--- src/rtl/pipe_hazard_ctrl.sv ---
// Pipeline sequencer for the RSA decryption ASIP: load-use stalls, branch
// flushes, and front-end hold while the multi-cycle modular unit runs.
module pipe_hazard_ctrl #(
  parameter int unsigned REG_W      = 5,
  parameter int unsigned CNT_W      = 16,
  parameter int unsigned MC_TIMEOUT = 1024
) (
  input  logic             clock,
  input  logic             reset,
  input  logic [REG_W-1:0] id_rs1,
  input  logic [REG_W-1:0] id_rs2,
  input  logic             id_rs1_used,
  input  logic             id_rs2_used,
  input  logic             id_mc_op,
  input  logic [REG_W-1:0] ex_rd,
  input  logic             ex_mem_read,
  input  logic             ex_branch_taken,
  input  logic             mc_done,
  output logic             pc_en,
  output logic             if_id_en,
  output logic             if_id_flush,
  output logic             id_ex_flush,
  output logic             mc_start,
  output logic             mc_busy,
  output logic             mc_error,
  output logic [CNT_W-1:0] stall_count
);

  localparam int unsigned TO_W = (MC_TIMEOUT > 2) ? $clog2(MC_TIMEOUT) : 1;

  typedef enum logic [1:0] {
    RUN     = 2'd0,
    MC_BUSY = 2'd1,
    ERROR   = 2'd2
  } state_t;

  state_t            state;
  state_t            state_nxt;
  logic [TO_W-1:0]   to_cnt;
  logic [TO_W-1:0]   to_cnt_nxt;
  logic              load_use;

  // EX load writes a register the ID instruction is about to read
  assign load_use = ex_mem_read && (ex_rd != '0) &&
                    ((id_rs1_used && (id_rs1 == ex_rd)) ||
                     (id_rs2_used && (id_rs2 == ex_rd)));

  // State and modular-unit timeout counter
  always_ff @(posedge clock or posedge reset) begin
    if (reset) begin
      state  <= RUN;
      to_cnt <= '0;
    end else begin
      state  <= state_nxt;
      to_cnt <= to_cnt_nxt;
    end
  end

  // Next state and pipeline control; everything forced low while in reset
  always_comb begin
    state_nxt   = state;
    to_cnt_nxt  = to_cnt;
    pc_en       = 1'b0;
    if_id_en    = 1'b0;
    if_id_flush = 1'b0;
    id_ex_flush = 1'b0;
    mc_start    = 1'b0;
    mc_busy     = 1'b0;
    mc_error    = 1'b0;
    if (!reset) begin
      unique case (state)
        RUN: begin
          if (ex_branch_taken) begin
            pc_en       = 1'b1;
            if_id_en    = 1'b1;
            if_id_flush = 1'b1;
            id_ex_flush = 1'b1;
          end else if (load_use) begin
            id_ex_flush = 1'b1;
          end else if (id_mc_op) begin
            mc_start    = 1'b1;
            id_ex_flush = 1'b1;
            state_nxt   = MC_BUSY;
            to_cnt_nxt  = '0;
          end else begin
            pc_en       = 1'b1;
            if_id_en    = 1'b1;
          end
        end
        MC_BUSY: begin
          mc_busy = 1'b1;
          if (mc_done) begin
            // Held mc instruction advances into EX this cycle
            pc_en     = 1'b1;
            if_id_en  = 1'b1;
            state_nxt = RUN;
          end else begin
            id_ex_flush = 1'b1;
            to_cnt_nxt  = to_cnt + TO_W'(1);
            if (to_cnt == TO_W'(MC_TIMEOUT - 1)) state_nxt = ERROR;
          end
        end
        ERROR: begin
          mc_error    = 1'b1;
          id_ex_flush = 1'b1;
        end
        default: begin
          state_nxt = RUN;
        end
      endcase
    end
  end

  // Saturating count of cycles with the PC held
  always_ff @(posedge clock or posedge reset) begin
    if (reset) begin
      stall_count <= '0;
    end else if (!pc_en && (stall_count != '1)) begin
      stall_count <= stall_count + CNT_W'(1);
    end
  end

endmodule
--- config.mk ---
export PLATFORM = sky130hd
export DESIGN_NAME = pipe_hazard_ctrl
export DESIGN_NICKNAME = d
export VERILOG_FILES = /design/src/rtl/pipe_hazard_ctrl.sv
export SDC_FILE = /design/constraint.sdc
export NUM_CORES = 1
export LEC_CHECK = 0
export ABC_CLOCK_PERIOD_IN_PS = 3320
export BUFFER_PORTS_ARGS = -buffer_cell sky130_fd_sc_hd__buf_2
export CAP_MARGIN = 10
export CORE_UTILIZATION = 30
export DETAILED_ROUTE_END_ITERATION = 8
export GPL_ROUTABILITY_DRIVEN = 0
export PLACE_DENSITY = 0.55
export SKIP_CTS_REPAIR_TIMING = 1
export SYNTH_ARGS = -nofsm -noshare
export SYNTH_HDL_FRONTEND = slang
export SYNTH_SLANG_ARGS = --single-unit
--- constraint.sdc ---
create_clock -name clock -period 3.32 [get_ports clock]
set_clock_uncertainty 0.05 [all_clocks]
set_input_delay 0.332 -clock clock [delete_from_list [all_inputs] [get_ports clock]]
set_output_delay 0.332 -clock clock [all_outputs]
set_load 0.02 [all_outputs]
==> flow_metrics.env <==
export IMPL_placeableCoreArea_sq_um=5240
export IMPL_seq_area_sq_um=701
export IMPL_power_density_nw_per_um2=588
export IMPL_yosys_register_bits=28
export IMPL_grt_first_pass_wirelength_mm=6.26
export IMPL_syn_area_sq_um=1680
export IMPL_critPathBufInv=1
export IMPL_setup_worst_path_class="register to output pin"
export IMPL_floorplan_rows=26
export IMPL_dr_total_vias=1403
export IMPL_multiInputGateArea_sq_um=925
export IMPL_synth_area_mux_share_pct=1.94
export IMPL_cts_buffer_depth=2
export IMPL_outcome="finished, final reports clean"
export IMPL_yosysWarnings=0
export IMPL_route_detailed_wl_per_inst_um=12.2
export IMPL_reg2reg_from="state[0]"
export IMPL_path_depth=5
export IMPL_power_static_leakage_nw=0.906
export IMPL_globalRoute_totalOverflow=0
export IMPL_grt_pass1_vias=1384
export IMPL_layout_filler_cells=559
export IMPL_drc_errors_left=0
export IMPL_dp_hpwl_mm=2.65
export IMPL_starting_density_of_the_core_pct=32.0
export IMPL_endpoint_kind="output pin"
export IMPL_largest_family_of_logic_cells_by_synthesized_area="simple AND/OR/NAND/NOR gates"
export IMPL_r2r_end="to_cnt[8]"
export IMPL_cts_tree="built"
export IMPL_crit_path_end="mc_start"
export IMPL_synth_cells=179
export IMPL_htree_levels=1
export IMPL_syn_avg_cell_area_sq_um=9.37
export IMPL_num_nets_final=249
export IMPL_crit_path_cell_trace="nand2b_1, a211oi_2, o31ai_4, nor2_1, buf_2"
export IMPL_r2r_cells=5
export IMPL_grt_antenna_before_repair=0
export IMPL_dr_pass1_iters=4
export IMPL_cp_required_ps=2940
export IMPL_vdd_drop_max_uv=359
export IMPL_areaGrowthSynthToFinish_pct=20.7
export IMPL_largest_net_degree_at_the_start_of_global_routing=30
export IMPL_synth_adder_area_share_pct=1.49
export IMPL_maxCapViolations=0
export IMPL_hp_class="input port to async pin"
export IMPL_insertion_delay_of_the_later_clocked_pin_in_the_worst_skew_pair_ps=280
export IMPL_achievable_frequency_ghz=0.431
export IMPL_cts_buffers=3
export IMPL_grt_setup_unrepaired="no"
export IMPL_floorplan_die_area_sq_um=5890
export IMPL_xor_and_xnor_fraction_of_the_mapped_netlist_area_pct=12.5
export IMPL_drt_iter0_markers=97
export IMPL_port_buffers=45
export IMPL_diodes=0
export IMPL_synth_sequential_area_ratio_pct=41.8
export IMPL_reg2reg_setup_slack_ps=1210
export IMPL_route_final_wire_length_mm=3.57
export IMPL_post_route_cells_drive_above_1_share_pct=28.7
export IMPL_die_width_um=76.8
export IMPL_cts_root_buffer="clkbuf_8"
export IMPL_synthesis_nets=204
export IMPL_avgViaCountPerCell=4.79
export IMPL_max_slew_headroom_pct=59.4
export IMPL_setup_worst_path_start_class="register"
export IMPL_synth_compound_gate_area_share_pct=12.2
export IMPL_setup_worst_path_start="state[0]"
export IMPL_tightest_slew_ps=608
export IMPL_critPathMaxStageDelay_ps=640
export IMPL_number_of_antenna_violating_nets_in_the_routed_design=0
export IMPL_crit_slowest_cell="dfrtp_1"
export IMPL_grt_usage_pct=13.1
export IMPL_arrival_ps=1940
export IMPL_clock_sink_count=28
export IMPL_final_period_minus_worst_setup_slack_ps=2320
export IMPL_chipHeight_um=76.8
export IMPL_post_synth_and_or_nand_nor_area_fraction_pct=26.9
export IMPL_layout_commonest_cell="buf_2"
export IMPL_num_io_pins=46
export IMPL_path_clk_slew_ps=100
export IMPL_path_max_fanout=14
export IMPL_mostFrequentLayoutCells="45 x buf_2, 28 x dfrtp_1, 25 x nand2_1"
export IMPL_timing_final_crit_share_pct=69.8
export IMPL_synth_cell_type_count=39
export IMPL_fin_tns_setup_ps=0
export IMPL_slew_viol_final=0
export IMPL_path_delay_family="flip-flops"
export IMPL_total_power_mw=1.19
export IMPL_hold_viol=0
export IMPL_number_of_endpoints_failing_setup_at_the_final_stage=0
[state kept, by name, summed over array words and instances, names as in the netlist]
register     count
to_cnt          10
state            2
stall_count     16
[worst min-delay path by stage]
stage	depth (start not counted)	to	start	slack [ps]
floorplan	1	to_cnt[8]	to_cnt[8]	390
global placement	1	to_cnt[8]	to_cnt[8]	420
detailed placement	1	to_cnt[8]	to_cnt[8]	420
CTS	3	stall_count[12]	reset	180
global route	3	stall_count[12]	reset	210
finish	3	stall_count[12]	reset	170
[cells in the mapped netlist]
cell type | count | area (sq um)
nor2b_1 | 1 | 6.26
a211oi_2 | 1 | 12.5
o31ai_1 | 1 | 7.51
mux2i_1 | 1 | 10.0
o22a_1 | 1 | 8.76
o21ai_0 | 6 | 30.0
o31a_2 | 1 | 10.0
nor2_1 | 18 | 67.6
buf_2 | 2 | 10.0
nand3_2 | 3 | 30.0
xnor2_1 | 23 | 201
xor2_1 | 1 | 8.76
and3_2 | 1 | 7.51
a21oi_4 | 1 | 16.3
nor4b_1 | 1 | 8.76
buf_4 | 1 | 7.51
or4_4 | 1 | 11.3
nand2b_1 | 5 | 31.3
clkbuf_1 | 1 | 3.75
nand4_1 | 9 | 56.3
o21a_1 | 1 | 7.51
and3_1 | 3 | 18.8
o22ai_2 | 1 | 12.5
a31oi_1 | 6 | 37.5
ha_1 | 2 | 25.0
nand3_1 | 11 | 55.1
o31ai_4 | 1 | 21.3
nor3_1 | 7 | 35.0
nor3b_1 | 1 | 7.51
nor4_1 | 1 | 6.26
o211ai_4 | 1 | 21.3
or3_2 | 1 | 7.51
mux2_2 | 2 | 22.5
inv_1 | 2 | 7.51
nand2_1 | 25 | 93.8
a21oi_1 | 4 | 20.0
buf_6 | 2 | 22.5
and4_1 | 1 | 8.76
dfrtp_1 | 28 | 701
[layout make-up]
cell class | instances | share of cell area [%]
clock buffers | 3 | 2.04
clock inverters | 1 | 1.48
inverters | 2 | 0.371
multi-input cells | 143 | 45.7
flip-flops and latches | 28 | 34.6
well taps | 70 | 4.33
repair buffers | 46 | 11.5
[kinds of logic after synthesis]
| family | count (synthesis) |
|---|---|
| flops | 28 |
| xor+xnor | 24 |
| compound gates | 25 |
| buf+inv | 8 |
| simple gates | 89 |
| fa+ha+maj | 2 |
| mux | 3 |
[worst register-to-register path, delay by kind of cell (launching register included)]
kind               cells  cell delay, ps
AOI/OAI and AO/OA      1             130
DFF                    1             640
and+or+nand+nor        4            1210
[metrics by stage]
step | hold slack [ps] | instances | worst slack (ps) | cell area (sq um) | util (%)
3_3_place_gp | 418 | 289 | 1160 | 1950 | 37.3
2_1_floorplan | 391 | 179 | 1310 | 1680 | -
4_1_cts | 181 | 293 | 971 | 2020 | 38.7
3_5_place_dp | 420 | 289 | 1160 | 1950 | 37.3
6_report | 173 | 293 | 1000 | 2020 | 38.7
5_1_grt | 213 | 293 | 820 | 2020 | 38.7
[report_power, final]
group          switching [mW]  internal, mW  total [mW]
clock network           0.111         0.162       0.273
registers              0.0962         0.404       0.500
logic                   0.250         0.167       0.417
total                   0.458         0.733        1.19
[layer usage]
layer / up-vias / share of wire, % / GRT usage [%]
met2: 27 / 48 / 22.6
met1: 652 / 47 / 16.1
met3: 4 / 4.0 / 3.45
li1: 720 / - / -
met5: - / 0 / 0
met4: 0 / 0.84 / 3.46
(Power assumes the default switching activity.)
